File: src/rtl/fwd_pkg.sv
// Shared types and constants for the forwarding / hazard unit.
// Entries carry register addresses at a fixed maximum width; narrower designs zero-extend.
package fwd_pkg;

    localparam int FWD_RF     = 0;
    localparam int REG_AW_MAX = 16;

    typedef logic [REG_AW_MAX-1:0] fwd_reg_t;

    typedef struct packed {
        logic     valid;
        logic     wr;
        fwd_reg_t rd;
        logic     swap;
        fwd_reg_t rd2;
        logic     load;
    } fwd_entry_t;

    function automatic int sel_width(input int depth);
        return $clog2(depth + 1);
    endfunction

endpackage

File: src/rtl/fwd_match.sv
// Priority comparator for one source operand: youngest matching stage wins.
// Primary destination beats the secondary one within the same entry.
module fwd_match
    import fwd_pkg::*;
#(
    parameter int DEPTH = 2,
    parameter int SELW  = 2
) (
    input  fwd_entry_t [DEPTH-1:0] entries,
    input  logic                   src_valid,
    input  fwd_reg_t               src_reg,
    output logic [SELW-1:0]        sel,
    output logic                   alt,
    output logic                   load_use
);

    always_comb begin
        sel = SELW'(FWD_RF);
        alt = 1'b0;
        // Walk oldest to youngest so the youngest hit is the last one written.
        for (int k = DEPTH; k >= 1; k--) begin
            logic prim;
            logic sec;
            prim = entries[k-1].valid && entries[k-1].wr   && (entries[k-1].rd  == src_reg);
            sec  = entries[k-1].valid && entries[k-1].swap && (entries[k-1].rd2 == src_reg);
            if (src_valid && (prim || sec)) begin
                sel = SELW'(k);
                alt = !prim;
            end
        end
        load_use = src_valid && (sel == SELW'(1)) && entries[0].load;
    end

endmodule

File: src/rtl/fwd_hazard_unit.sv
// Tracks in-flight destinations and produces per-operand bypass selects and a load-use stall.
// Entry index k-1 holds pipeline stage k.
module fwd_hazard_unit
    import fwd_pkg::*;
#(
    parameter  int REG_AW  = 4,
    parameter  int NUM_SRC = 2,
    parameter  int DEPTH   = 2,
    localparam int SELW    = sel_width(DEPTH)
) (
    input  logic                      clk,
    input  logic                      rst,
    input  logic                      issue_valid,
    input  logic                      issue_wr,
    input  logic [REG_AW-1:0]         issue_rd,
    input  logic                      issue_swap,
    input  logic [REG_AW-1:0]         issue_rd2,
    input  logic                      issue_load,
    input  logic                      hold,
    input  logic [NUM_SRC-1:0]        src_valid,
    input  logic [NUM_SRC*REG_AW-1:0] src_reg,
    output logic [NUM_SRC*SELW-1:0]   fwd_sel,
    output logic [NUM_SRC-1:0]        fwd_alt,
    output logic                      stall,
    output logic [SELW-1:0]           inflight
);

    fwd_entry_t [DEPTH-1:0] entries;
    fwd_entry_t             issue_entry;
    logic [NUM_SRC-1:0]     load_use;

    always_comb begin
        issue_entry.valid = issue_valid;
        issue_entry.wr    = issue_wr;
        issue_entry.rd    = REG_AW_MAX'(issue_rd);
        issue_entry.swap  = issue_swap;
        issue_entry.rd2   = REG_AW_MAX'(issue_rd2);
        issue_entry.load  = issue_load;
    end

    for (genvar i = 0; i < NUM_SRC; i++) begin : g_src
        fwd_reg_t src_ext;
        assign src_ext = REG_AW_MAX'(src_reg[i*REG_AW +: REG_AW]);

        fwd_match #(
            .DEPTH (DEPTH),
            .SELW  (SELW)
        ) u_match (
            .entries   (entries),
            .src_valid (src_valid[i]),
            .src_reg   (src_ext),
            .sel       (fwd_sel[i*SELW +: SELW]),
            .alt       (fwd_alt[i]),
            .load_use  (load_use[i])
        );
    end

    assign stall = |load_use;

    // Hold freezes everything, so a pending stall simply persists until the pipe moves.
    always_ff @(posedge clk or posedge rst) begin
        if (rst) begin
            entries <= '0;
        end else if (!hold) begin
            for (int k = DEPTH - 1; k >= 1; k--) begin
                entries[k] <= entries[k-1];
            end
            entries[0] <= stall ? '0 : issue_entry;
        end
    end

    always_comb begin
        inflight = '0;
        for (int k = 0; k < DEPTH; k++) begin
            inflight = inflight + SELW'(entries[k].valid);
        end
    end

endmodule
File: config.mk
export PLATFORM = sky130hd
export DESIGN_NAME = fwd_hazard_unit
export DESIGN_NICKNAME = d
export VERILOG_FILES = /design/src/rtl/fwd_pkg.sv /design/src/rtl/fwd_match.sv /design/src/rtl/fwd_hazard_unit.sv
export SDC_FILE = /design/constraint.sdc
export NUM_CORES = 1
export LEC_CHECK = 0
export ABC_AREA = 1
export CAP_MARGIN = 15
export CORE_MARGIN = 4
export CORE_UTILIZATION = 40
export CTS_BUF_LIST = sky130_fd_sc_hd__clkbuf_8
export CTS_CLUSTER_DIAMETER = 80
export DETAILED_ROUTE_END_ITERATION = 10
export MAX_ROUTING_LAYER = met4
export PLACE_DENSITY = 0.76
export SLEW_MARGIN = 20
export SYNTH_ARGS = -nofsm -noshare
export SYNTH_HDL_FRONTEND = slang
export SYNTH_SLANG_ARGS = --single-unit
File: constraint.sdc
create_clock -name clk -period 1.6 [get_ports clk]
set_clock_uncertainty 0.15 [all_clocks]
set_input_delay 0.24 -clock clk [delete_from_list [all_inputs] [get_ports clk]]
set_output_delay 0.24 -clock clk [all_outputs]
set_load 0.05 [all_outputs]
Yosys cells after proc, flatten, opt, wreduce, memory -nomap -nowiden
Index checks and enable logic that the tools add are counted.
{"block": "classes", "addsub": 1, "eq_ne": 10, "muxes": 9, "n_reduce_logical": 29}
{"cell": "== test 16 x 4 -> 1 bit", "count": 8}
{"cell": "2-to-1 mux 36 bit", "count": 1}
{"cell": "logical AND 1 bit", "count": 20}
{"cell": "2-to-1 mux 2 bit", "count": 4}
{"cell": "== test 2 x 1 -> 1 bit (second input constant)", "count": 2}
{"cell": "zero test 1 bit", "count": 4}
{"cell": "logical OR 1 bit", "count": 4}
{"cell": "2-to-1 mux 1 bit", "count": 4}
{"cell": "adder 1 x 1 -> 2 bit", "count": 1}
{"cell": "OR reduction 2 bit", "count": 1}
{"block": "totals", "register_bits": 71, "output_inout_bits": 9, "wordCells": 60}

Depth between registers and ports, before layout
{"block": "depth", "word_depth": 11, "ltp_mapped": 10, "ltp_nobuf": 9}

Hierarchy
From an unflattened synthesis, not the netlist that was laid out.
{"block": "unflattened", "cells_unflattened": 617, "hier_area_um2": 3301.9}
{"mod": "fwd_match", "n_inst": 2, "cells_per_inst": 243, "area_each_um2": 1104.8, "seq_area_each_um2": 0.0}
{"mod": "fwd_hazard_unit", "n_inst": 1, "cells_per_inst": 131, "area_each_um2": 1092.3, "seq_area_each_um2": 600.6}

Worst setup path before layout
Ideal clock, no wire load.
{"block": "synth_timing", "path_type": "reg2out", "start": "register entries[35] (netlist name)", "end": "output port fwd_sel[1]", "arrival_ns": 1.707, "t_required_ns": 1.210, "path_slack_ns": -0.497, "stages_incl_launch_ff": 8, "n_path_buf": 0, "path_cell_list": "dfrtp_1 -> nand2_1 -> inv_1 -> nand2_1 -> nor2_1 -> nand3_2 -> a21boi_2 -> nor2_1"}
{"block": "synth_between", "elab_chain_cells": 5, "elab_cells_between_ends": 7}
{"item": "logical AND 1 bit, on equally long branches (2 in a row)", "line_no": "fwd_match.sv:24, fwd_match.sv:25"}
{"item": "logical OR 1 bit *", "line_no": "fwd_match.sv:26", "source": "if (src_valid && (prim || sec)) begin"}
{"item": "logical AND 1 bit *", "line_no": "fwd_match.sv:26"}
{"item": "2-to-1 mux 2 bit *", "line_no": "fwd_match.sv:26"}
{"item": "end, declared", "line_no": "fwd_hazard_unit.sv:22", "source": "output logic [NUM_SRC*SELW-1:0] fwd_sel,"}
Mark *: on every way between the ends. The rest lies on a longest branch, timed or not.

Final worst setup path
{"block": "layout_timing", "start": "register entries[19] (netlist name)", "end": "output port fwd_alt[1]"}
{"block": "layout_between", "elab_chain_cells": 5, "elab_cells_between_ends": 6}
{"item": "== test 16 x 4 -> 1 bit *", "line_no": "fwd_match.sv:24", "source": "prim = entries[k-1].valid && entries[k-1].wr && (entries[k-1].rd == src_reg);"}
{"item": "logical AND 1 bit *", "line_no": "fwd_match.sv:24"}
{"item": "logical OR 1 bit", "line_no": "fwd_match.sv:26"}
{"item": "logical AND 1 bit", "line_no": "fwd_match.sv:26"}
{"item": "2-to-1 mux 1 bit *", "line_no": "fwd_match.sv:26"}
{"item": "end, declared", "line_no": "fwd_hazard_unit.sv:23", "source": "output logic [NUM_SRC-1:0] fwd_alt,"}
Marks and branches as above.

==> impl_results.md <==
* Critical Path End Type: output pin
* Fin util at 0.668
* VDD IR-drop max at 0.392 mV
* TritonCTS Buffers at 3
* Clock transition at the registers of the reported paths at roughly 0.090 ns
* R2r worst-path depth at 10
* Worst r2r src: entries[19]
* Largest net degree at the start of global routing at 24
* Die ar. at 5420 um2
* Top Registers: entries: 23 flops
* CTS Sinks at 23
* Synth Cell Area at 1720 um2
* Clk buf depth at 2
* Die Width at 73.6 um
* Tot GR Track Use at 0.186
* Placed cell area at 2380 um2
* Count leader, synth: nand2_1
* Failing checks: setup timing
* Worst skew pair latency at 0.26 ns
* # diodes at 0
* Post-Route WL at between 4000 and 5000 um
* Core area at 4090 um2
* Reg2reg end: entries[34]
* Layout cells sized above 1 at 0.390
* CTS tree: yes
* Worst min-delay path class: primary input to async pin
* Die H at roughly 74 um
* Number of buffers added on ports at 33
* Cells after Synth at between 200 and 250
* Seq cells post-synth at 23
* DRT Pass-1 Iters at 4
* Post-synth ARST share at 1.00
* First-pass GRT wire length at ~7600 um
* FF+latch area at 581 um2
* Max FFs per register at 23
* Total gr overflow at 0
* Final period utilization at 1.32
* Post-Layout Inst Area at 2730 um2
* Mean routed wirelength per cell at approximately 13 um
* Yosys top cell by area: dfrtp_1
* Kind of critical path: flip-flop to output pin
* Largest Register: entries
* Final worst slack at -0.516 ns
* Slew HR at 0.772
* Sequential share of the synthesized area at 0.334
* Ports at 34
* Root Driver: clkbuf_8
* Critical path arrival at approximately 1.7 ns
* CTS H-tree depth at 1
* Top cell type's share of synthesized area at 0.334
* Leak at 1.34 nW
* RePlAce Congestion at roughly 0.97
* Synth Flop Type: dfrtp_1
* Worst setup SP type: flip-flop
* Cell variety after synth at 28
* Mapped Nets at ~270
* Final setup violation count at 21
* Crit path from: entries[19]
* Post-DP HPWL at 3330 um
* Mean post-synth cell area at 7.11 um2
* Area of the multi-input gates at ~1100 um2
* Largest cells by area after synthesis: dfrtp_1 (33%), nand2_1 (14%), nor2_1 (6.5%)
* DR vias/cell at 4.74
* Area growth syn-to-layout at 58.5%
* Slew Viols, Final at 0
* Max FO, Critical Path at 4
* Final net count at ~340
* Critical Path RT at 1.21 ns
* R2R Setup Slk at -0.26 ns
* Initial antenna violation count at 0
* Outcome: complete, but fails checks
* Most common library cells after synthesis: nand2_1 (64), nor2_1 (30), inv_1 (29)
* Fmax at 0.473 GHz
* Yosys warns at 0
* # DRC at 0
* Initial Util at 0.421
* Min Tclk post-route at 2.12 ns
* Initial DRC count at 134
* Rows at 23
* Fillers at 344
* ANT nets after route at 0
* Max Cap Viol at 0
* Power Density at 631 nW/um2
* DR vias at 1,730
* RSZ-0062 raised after global routing: yes
* Vias in the first global route at 1,724
* Post-synth EDFFs at 0
* Slew of the pin with the lowest slew margin at 0.342 ns
* Total design power at 0.00172 W
* Count of final hold-check violations at 0
cell families (layout without fill, tap and decap cells):
kind of cell | after synthesis | in the layout | synth area share
buf+inv | 44 | 117 | 0.116
xor+xnor | 10 | 10 | 0.0509
flops | 23 | 23 | 0.334
fa+ha+maj | 1 | 1 | 0.00727
simple gates | 137 | 137 | 0.390
mux | 4 | 4 | 0.0262
compound gates | 23 | 23 | 0.0763
worst max-delay path by stage:
stage | endpoint | slack [ns] | depth (start not counted)
5_1_grt | fwd_alt[0] | -0.62 | 10
3_3_place_gp | fwd_alt[1] | -0.61 | 10
2_1_floorplan | fwd_alt[0] | -0.32 | 9
4_1_cts | fwd_alt[0] | -0.51 | 10
6_report | fwd_alt[1] | -0.52 | 8
3_5_place_dp | fwd_alt[0] | -0.63 | 11
what timing repair did:
action                                  CTS  global route
endpoints found under the setup margin   20            21
endpoints found under the hold margin     0             0
buffers inserted                         18             7
pin swaps                                15             9
gates cloned                              0             1
hold buffers                              0             0
resized for setup                        26            26
per-layer routing:
layer | wire length (um) | vias to the layer above | global-route usage
met5 | 0 | - | -
met1 | 1990 | 786 | 0.241
met3 | 200 | 8 | 0.0246
met2 | 2320 | 45 | 0.306
met4 | 61 | 0 | 0.0463
li1 | - | 891 | -
critical path, stage by stage, from the launching register on:
cell      delay, ns
dfrtp_1        0.45
buf_6          0.15
xor2_2         0.14
nor2_2         0.13
nand2_2        0.11
a21boi_4       0.18
nand2_1        0.08
o21ai_2        0.08
buf_12         0.15
final cells by class:
type	instances	share of cell area
multi-input combinational	175	0.397
clock buffer	3	0.0151
timing repair buffer	78	0.303
tap	50	0.0229
sequential	23	0.213
inverter	35	0.0481
clock inverter	1	0.00138
layout by cell type (no fill, tap or decap), types with 5 or more instances in the layout:
master / instances
o21ai_0: 10
nand2_2: 15
inv_1: 26
nand3_2: 12
inv_2: 10
nand3_4: 5
clkdlybuf4s50_1: 16
nor2_1: 27
dfrtp_1: 19
buf_4: 31
buf_12: 10
nand3_1: 6
dlygate4sd2_1: 8
nor2_2: 5
buf_6: 11
nand2_1: 60
stage by stage:
step                setup slack [ns]  hold WS (ns)  TNS, ns  std cells
global route                  -0.623         0.214    -7.23        365
finish                        -0.516         0.156    -5.77        365
detailed placement            -0.627         0.344   -10.13        342
global placement              -0.611         0.339    -9.86        342
CTS                           -0.507         0.174    -4.44        363
floorplan                     -0.316        0.0919   -0.971        242
power by group:
group | switching (W) | internal, W
clock network | 0.000190 | 0.000171
registers | 0.0000697 | 0.000645
logic | 0.000307 | 0.000337
No activity file was read; power rests on OpenSTA's default activity.
